`config.mk`:
```
export PLATFORM = sky130hd
export DESIGN_NAME = tl_ul_reg_bridge
export DESIGN_NICKNAME = d
export VERILOG_FILES = /design/src/rtl/tl_ul_reg_bridge.sv
export SDC_FILE = /design/constraint.sdc
export NUM_CORES = 1
export LEC_CHECK = 0
export ABC_AREA = 1
export CORE_ASPECT_RATIO = 0.8
export CORE_MARGIN = 5
export CORE_UTILIZATION = 38
export CTS_CLUSTER_DIAMETER = 120
export DETAILED_ROUTE_END_ITERATION = 10
export PLACE_DENSITY_LB_ADDON = 0.1
export SLEW_MARGIN = 25
export SYNTH_ARGS = -nofsm -noshare
export SYNTH_HDL_FRONTEND = slang
export SYNTH_SLANG_ARGS = --single-unit
```
`constraint.sdc`:
```
create_clock -name clock -period 1.1 [get_ports clock]
set_input_delay 0.22 -clock clock [delete_from_list [all_inputs] [get_ports clock]]
set_output_delay 0.22 -clock clock [all_outputs]
set_load 0.05 [all_outputs]
```
`src/rtl/tl_ul_reg_bridge.sv`:
```
// TileLink-UL slave to single-cycle-ack register bus bridge, one transaction in flight.
// Define TL_REG_BRIDGE_TIMEOUT_EN to add an 8-bit bus timeout that answers with denied=1.
module tl_ul_reg_bridge #(
   parameter int unsigned ADDR_W = 12,
   parameter int unsigned SRC_W  = 10
) (
   input  logic              clock,
   input  logic              reset,
   input  logic              auto_in_a_valid,
   output logic              auto_in_a_ready,
   input  logic [2:0]        auto_in_a_bits_opcode,
   input  logic [2:0]        auto_in_a_bits_param,
   input  logic [1:0]        auto_in_a_bits_size,
   input  logic [SRC_W-1:0]  auto_in_a_bits_source,
   input  logic [ADDR_W-1:0] auto_in_a_bits_address,
   input  logic [3:0]        auto_in_a_bits_mask,
   input  logic [31:0]       auto_in_a_bits_data,
   input  logic              auto_in_a_bits_corrupt,
   output logic              auto_in_d_valid,
   input  logic              auto_in_d_ready,
   output logic [2:0]        auto_in_d_bits_opcode,
   output logic [1:0]        auto_in_d_bits_size,
   output logic [SRC_W-1:0]  auto_in_d_bits_source,
   output logic [31:0]       auto_in_d_bits_data,
   output logic              auto_in_d_bits_denied,
   output logic              reg_req,
   output logic              reg_we,
   output logic [ADDR_W-1:0] reg_addr,
   output logic [31:0]       reg_wdata,
   output logic [3:0]        reg_be,
   input  logic              reg_ack,
   input  logic [31:0]       reg_rdata
);

   localparam int unsigned DATA_W = 32;
   localparam int unsigned MASK_W = 4;
   localparam logic [2:0] OP_PUT_FULL    = 3'd0;
   localparam logic [2:0] OP_PUT_PARTIAL = 3'd1;
   localparam logic [2:0] OP_GET         = 3'd4;
   localparam logic [2:0] OP_ACK         = 3'd0;
   localparam logic [2:0] OP_ACK_DATA    = 3'd1;

   typedef enum logic [1:0] {IDLE = 2'd0, BUS = 2'd1, RESP = 2'd2} state_e;

   state_e              state_q, state_d;
   logic [2:0]          op_q;
   logic [1:0]          size_q;
   logic [SRC_W-1:0]    source_q;
   logic [ADDR_W-1:0]   addr_q;
   logic [MASK_W-1:0]   mask_q;
   logic [DATA_W-1:0]   wdata_q;
   logic                corrupt_q;
   logic [DATA_W-1:0]   rdata_q;
   logic                denied_q;

   logic a_fire, a_is_put, a_supported, bus_done, timeout_c;

   assign a_fire      = auto_in_a_valid && (state_q == IDLE);
   assign a_is_put    = (auto_in_a_bits_opcode == OP_PUT_FULL) ||
                        (auto_in_a_bits_opcode == OP_PUT_PARTIAL);
   assign a_supported = a_is_put || (auto_in_a_bits_opcode == OP_GET);
   assign bus_done    = (state_q == BUS) && reg_ack;

`ifdef TL_REG_BRIDGE_TIMEOUT_EN
   localparam int unsigned CNT_W = 8;
   logic [CNT_W-1:0] cnt_q;

   // Counter reads k in the (k+1)-th ack-less bus cycle; it reaches 255 as the bus gives up.
   assign timeout_c = (state_q == BUS) && !reg_ack && (cnt_q == CNT_W'(254));

   always_ff @(posedge clock or negedge reset) begin
      if (!reset) begin
         cnt_q <= '0;
      end else if (a_fire) begin
         cnt_q <= '0;
      end else if ((state_q == BUS) && !reg_ack) begin
         cnt_q <= cnt_q + CNT_W'(1);
      end
   end
`else
   assign timeout_c = 1'b0;
`endif

   // State register
   always_ff @(posedge clock or negedge reset) begin
      if (!reset) state_q <= IDLE;
      else        state_q <= state_d;
   end

   // Next-state logic
   always_comb begin
      state_d = state_q;
      case (state_q)
         IDLE: begin
            if (auto_in_a_valid) begin
               if (!a_supported || (a_is_put && auto_in_a_bits_corrupt)) state_d = RESP;
               else                                                     state_d = BUS;
            end
         end
         BUS:     if (reg_ack || timeout_c) state_d = RESP;
         RESP:    if (auto_in_d_ready) state_d = IDLE;
         default: state_d = IDLE;
      endcase
   end

   // Request holding registers and response payload
   always_ff @(posedge clock or negedge reset) begin
      if (!reset) begin
         op_q      <= '0;
         size_q    <= '0;
         source_q  <= '0;
         addr_q    <= '0;
         mask_q    <= '0;
         wdata_q   <= '0;
         corrupt_q <= 1'b0;
         rdata_q   <= '0;
         denied_q  <= 1'b0;
      end else if (a_fire) begin
         op_q      <= auto_in_a_bits_opcode;
         size_q    <= auto_in_a_bits_size;
         source_q  <= auto_in_a_bits_source;
         addr_q    <= auto_in_a_bits_address;
         mask_q    <= auto_in_a_bits_mask;
         wdata_q   <= auto_in_a_bits_data;
         corrupt_q <= auto_in_a_bits_corrupt;
         rdata_q   <= '0;
         denied_q  <= !a_supported;
      end else if (bus_done) begin
         rdata_q   <= (op_q == OP_GET) ? reg_rdata : '0;
         denied_q  <= 1'b0;
      end else if (timeout_c) begin
         rdata_q   <= '0;
         denied_q  <= 1'b1;
      end
   end

   // Output decode from state and holding registers
   always_comb begin
      auto_in_a_ready       = 1'b0;
      auto_in_d_valid       = 1'b0;
      auto_in_d_bits_opcode = OP_ACK;
      auto_in_d_bits_size   = '0;
      auto_in_d_bits_source = '0;
      auto_in_d_bits_data   = '0;
      auto_in_d_bits_denied = 1'b0;
      reg_req               = 1'b0;
      reg_we                = 1'b0;
      reg_addr              = '0;
      reg_wdata             = '0;
      reg_be                = '0;
      case (state_q)
         IDLE: auto_in_a_ready = 1'b1;
         BUS: begin
            reg_req   = 1'b1;
            reg_we    = (op_q != OP_GET);
            reg_addr  = addr_q;
            reg_wdata = wdata_q;
            reg_be    = mask_q;
         end
         RESP: begin
            auto_in_d_valid       = 1'b1;
            auto_in_d_bits_opcode = (op_q == OP_GET) ? OP_ACK_DATA : OP_ACK;
            auto_in_d_bits_size   = size_q;
            auto_in_d_bits_source = source_q;
            auto_in_d_bits_data   = rdata_q;
            auto_in_d_bits_denied = denied_q;
         end
         default: ;
      endcase
   end

   logic unused_sig;
   assign unused_sig = ^{auto_in_a_bits_param, corrupt_q};

endmodule

```
# Word level (Yosys, flattened, before mapping)
# Index checks and enable logic that the tools add are counted.
# Widths: inputs -> output; s select.
# op_classes
eq_ne	9
muxes	23
reduce_logical	11
# op_table
operator	n
$mux 32	5
$mux 12	1
$mux 10	1
$mux 2	5
$mux 1	9
$eq 3x3->1 const B	2
$ne 2x2->1 const B	3
$pmux 2 s3	1
$mux 4	1
$eq 3x1->1 const B	1
$logic_and 1x1->1	3
$logic_not 3->1	1
$logic_or 1x1->1	3
$ne 3x3->1 const B	1
$reduce_and 3->1	1
$eq 2x1->1 const B	1
$eq 2x2->1 const B	1
$logic_not 2->1	1
$reduce_bool 2->1	1
$logic_not 1->1	1
# totals
reg_bits	98
input_bits	104
out_inout_bits	100
wordCells	52

# Longest topological paths before layout
# depth
ltp_word	8
ltp_mapped	7
ltp_nobuf	6

# Worst setup path after synthesis
# No wires, ideal clock.
# synth_timing
path_kind	flip-flop to output port
startpoint	reg state_q[1]
endpoint	out reg_we
arrival_ns	1.539
required_ns	0.880
path_slack_ns	-0.659
path_stages_with_launch	5
n_path_buf	1
cell_sequence	dfrtp_1 inv_1 nand2_1 buf_2 a21oi_1
# synth_via
elab_chain_cells	2
# synth_lines
element	line_no	rtl
start: declaration	45	state_e state_q, state_d;
start signal: assignment	87	else state_q <= state_d;
$eq 2x1->1	151	case (state_q)
$mux 1	151	
end: declaration	27	output logic reg_we,
# No other way between the ends.

# Worst setup path in the final report
# layout_timing
startpoint	reg state_q[1]
endpoint	out reg_be[2]
# layout_via
elab_chain_cells	2
# layout_lines
element	line_no	rtl
$eq 2x1->1	151	
$mux 4	151	
end: declaration	30	output logic [3:0] reg_be,
# No other way between the ends.

==> results.sh <==
export IMPL_cp_slowest_cell="dfrtp_2"
export IMPL_vias_per_cell=5.174
export IMPL_crit_end="reg_be[2]"
export IMPL_syn_cell_area_um2=4473
export IMPL_die_h_um=107.0
export IMPL_ys_types=20
export IMPL_io_pins=204
export IMPL_p_per_area_nw_per_um2=2376
export IMPL_outcome="finished, violations left"
export IMPL_cp_required_ns=0.88
export IMPL_fillers=346
export IMPL_setup_worst_path_end_class="primary output"
export IMPL_remaining_drc_errors=0
export IMPL_core_um2=11520
export IMPL_avgRoutedWirePerCell_um=23.26
export IMPL_drt_pre_antenna_iters=4
export IMPL_pre_cts_ws_ns=-0.3262
export IMPL_h_tree_depth=3
export IMPL_mostFrequentLayoutCell="nor2_4"
export IMPL_synth_warnings=0
export IMPL_fin_worst_skew_ns=0.007858
export IMPL_tritoncts="built"
export IMPL_arrival_ns=1.56
export IMPL_min_period_ns=1.785
export IMPL_dp_cells=901
export IMPL_crit_fanout=7
export IMPL_multiInputGateArea_um2=3110
export IMPL_setup_slack_ns=-0.6848
export IMPL_cap_violations=0
export IMPL_grt_start_max_net_pins=50
export IMPL_r2r_end="rdata_q[7]$_DFFE_PN0P_"
export IMPL_vias=4988
export IMPL_drive_gt1_frac=0.5944
export IMPL_n_antenna_cell=0
export IMPL_clk_pin_slew_ns=0.07
export IMPL_final_hold_viol_count=0
export IMPL_relSlewSlack=0.4146
export IMPL_slew_viol_final=0
export IMPL_crit_chain="clkinv_4 > nand2_8 > buf_16 > nor2_4 > buf_12"
export IMPL_grt_overflow=0
export IMPL_setup_viol=196
export IMPL_crit_path_start="state_q[1]$_DFFE_PN0P_"
export IMPL_rows=35
export IMPL_track_usage=0.2477
export IMPL_worstRegToRegCells=9
export IMPL_clock_sinks=98
export IMPL_r2r_start="state_q[1]$_DFFE_PN0P_"
export IMPL_peakVddDrop_uv=1772
export IMPL_ant_nets=0
export IMPL_dp_hpwl_um=10830
export IMPL_nets=916
export IMPL_grt_pass1_vias=5140
export IMPL_ff2ff_setup_slack_ns=-0.68
export IMPL_grt_pass1_wl_um=27630
export IMPL_cpPeakStageDelay_ns=0.48
export IMPL_synth_seq_cells=98
export IMPL_tritoncts_num_buffers=9
export IMPL_post_synth_inst_count=550
export IMPL_fp_dieW_um=131.3
export IMPL_die_area_um2=14050
export IMPL_fin_util=0.9299
export IMPL_area_growth_pct=139.4
export IMPL_leakage_uw=0.004528
export IMPL_crit_type="flip-flop to primary output"
export IMPL_rsz0062_at_grt="true"
export IMPL_port_buffers=198
export IMPL_tightest_slew_ns=0.8766
export IMPL_min_delay_path_class="input port to asynchronous set/reset pin"
export IMPL_clock_path_buffers=2
export IMPL_stdcell_count=964
export IMPL_gp_congestion=0.7973
export IMPL_antenna_found_initial=0
export IMPL_clk_latency_ns=0.34
export IMPL_final_cell_mix="nor2_4 (138), buf_12 (120), inv_1 (98), clkdlybuf4s50_1 (98), dfrtp_1 (96)"
export IMPL_violations="negative setup slack"
export IMPL_area_sequential_um2=2455
export IMPL_start_util=0.3884
export IMPL_ys_seq_area_frac=0.5483
export IMPL_start_kind="flip-flop"
export IMPL_avgSynthCellArea_um2=8.133
export IMPL_clk_root_buffer_cell="clkbuf_16"
export IMPL_drtIter0Drc=261
export IMPL_finalCritPeriodShare=1.623
export IMPL_power_total_uw=25450
export IMPL_fmax_mhz=560.3
export IMPL_wirelength_um=22430
==> Yosys cell counts <==
cell type	n	area, µm²
a21oi_1	65	325.3
buf_2	18	90.09
buf_4	3	22.52
buf_6	8	90.09
clkbuf_1	3	11.26
conb_1	1	3.750
dfrtp_1	98	2452
inv_1	102	382.9
inv_2	1	3.750
nand2_1	46	172.7
nand2_2	1	6.260
nand2_4	2	22.52
nand3_1	5	25.02
nor2_1	160	600.6
nor2_2	1	6.260
nor2_4	2	22.52
o21ai_0	14	70.07
o21ai_1	2	10.01
o21ai_2	17	148.9
o22ai_1	1	6.260
==> cell type report <==
cell class / count / area share
sequential: 98 / 0.2292
tap: 148 / 0.01729
clock inverter: 4 / 0.002570
inverter: 103 / 0.03692
timing repair buffer: 278 / 0.4000
clock buffer: 11 / 0.02360
multi-input combinational: 322 / 0.2904
==> per-layer routing <==
| layer | wire length (µm) | GRT usage | part of all wire |
|---|---|---|---|
| met3 | 1503 | 0.08396 | 0.067 |
| met5 | 0 | 0 | 0 |
| met1 | 7979 | 0.2809 | 0.36 |
| met4 | 932 | 0.07048 | 0.042 |
| met2 | 12010 | 0.4457 | 0.54 |
==> critical path: cells and delay by family (launching register included) <==
family	cells	cell delay (ns)
flip-flops	1	0.48
buffers and inverters	3	0.47
AND/OR/NAND/NOR	2	0.26
==> what timing repair did <==
action	in CTS	in global routing
pin swaps	21	38
hold endpoints to repair	98	0
hold buffers	1	0
setup buffers	15	12
resized for setup	102	183
endpoints found under the setup margin	196	196
cloned	15	14
==> flip-flops by register name, summed over array words and instances, names as in the netlist <==
register  cells
source_q     10
op_q          3
addr_q       12
denied_q      1
size_q        2
state_q       2
rdata_q      32
wdata_q      32
mask_q        4
==> per-stage QoR <==
stage	setup TNS (ns)	hold slack [ns]	cell area (µm²)
2_1_floorplan	-59.73	-0.07559	5369
3_3_place_gp	-45.69	0.02454	8591
3_5_place_dp	-50.94	0.02527	8591
4_1_cts	-107.94	0.2067	9819
5_1_grt	-124.31	0.2321	10710
6_report	-119.66	0.2148	10710
==> power by group <==
group | total [µW] | switching (µW) | leakage, µW | internal [µW]
Combinational | 17000 | 9780 | 0.00323 | 7200
Clock | 3070 | 1430 | 0.000130 | 1640
Sequential | 5400 | 564 | 0.00117 | 4840
Total | 25500 | 11800 | 0.00453 | 13700
==> worst min-delay path by stage <==
stage                                          to  cells past startpoint  slack, ns   from
after floorplan             addr_q[0]$_DFFE_PN0P_                      0      -0.08  reset
after global placement    rdata_q[16]$_DFFE_PN0P_                      1       0.02  reset
after detailed placement  rdata_q[16]$_DFFE_PN0P_                      1       0.03  reset
after CTS                 rdata_q[16]$_DFFE_PN0P_                      2       0.21  reset
after global routing      rdata_q[16]$_DFFE_PN0P_                      2       0.23  reset
final                     rdata_q[16]$_DFFE_PN0P_                      2       0.21  reset
==> cells by family (layout without fill, tap and decap cells) <==
group	count (synthesis)	count (layout)	share of synthesized area
AOI/OAI and AO/OA	99	99	0.1253
buffers and inverters	135	396	0.1343
and+or+nand+nor	217	221	0.1913
DFF	98	98	0.5483
other	1	2	0.0008384
(Power assumes the default switching activity.)
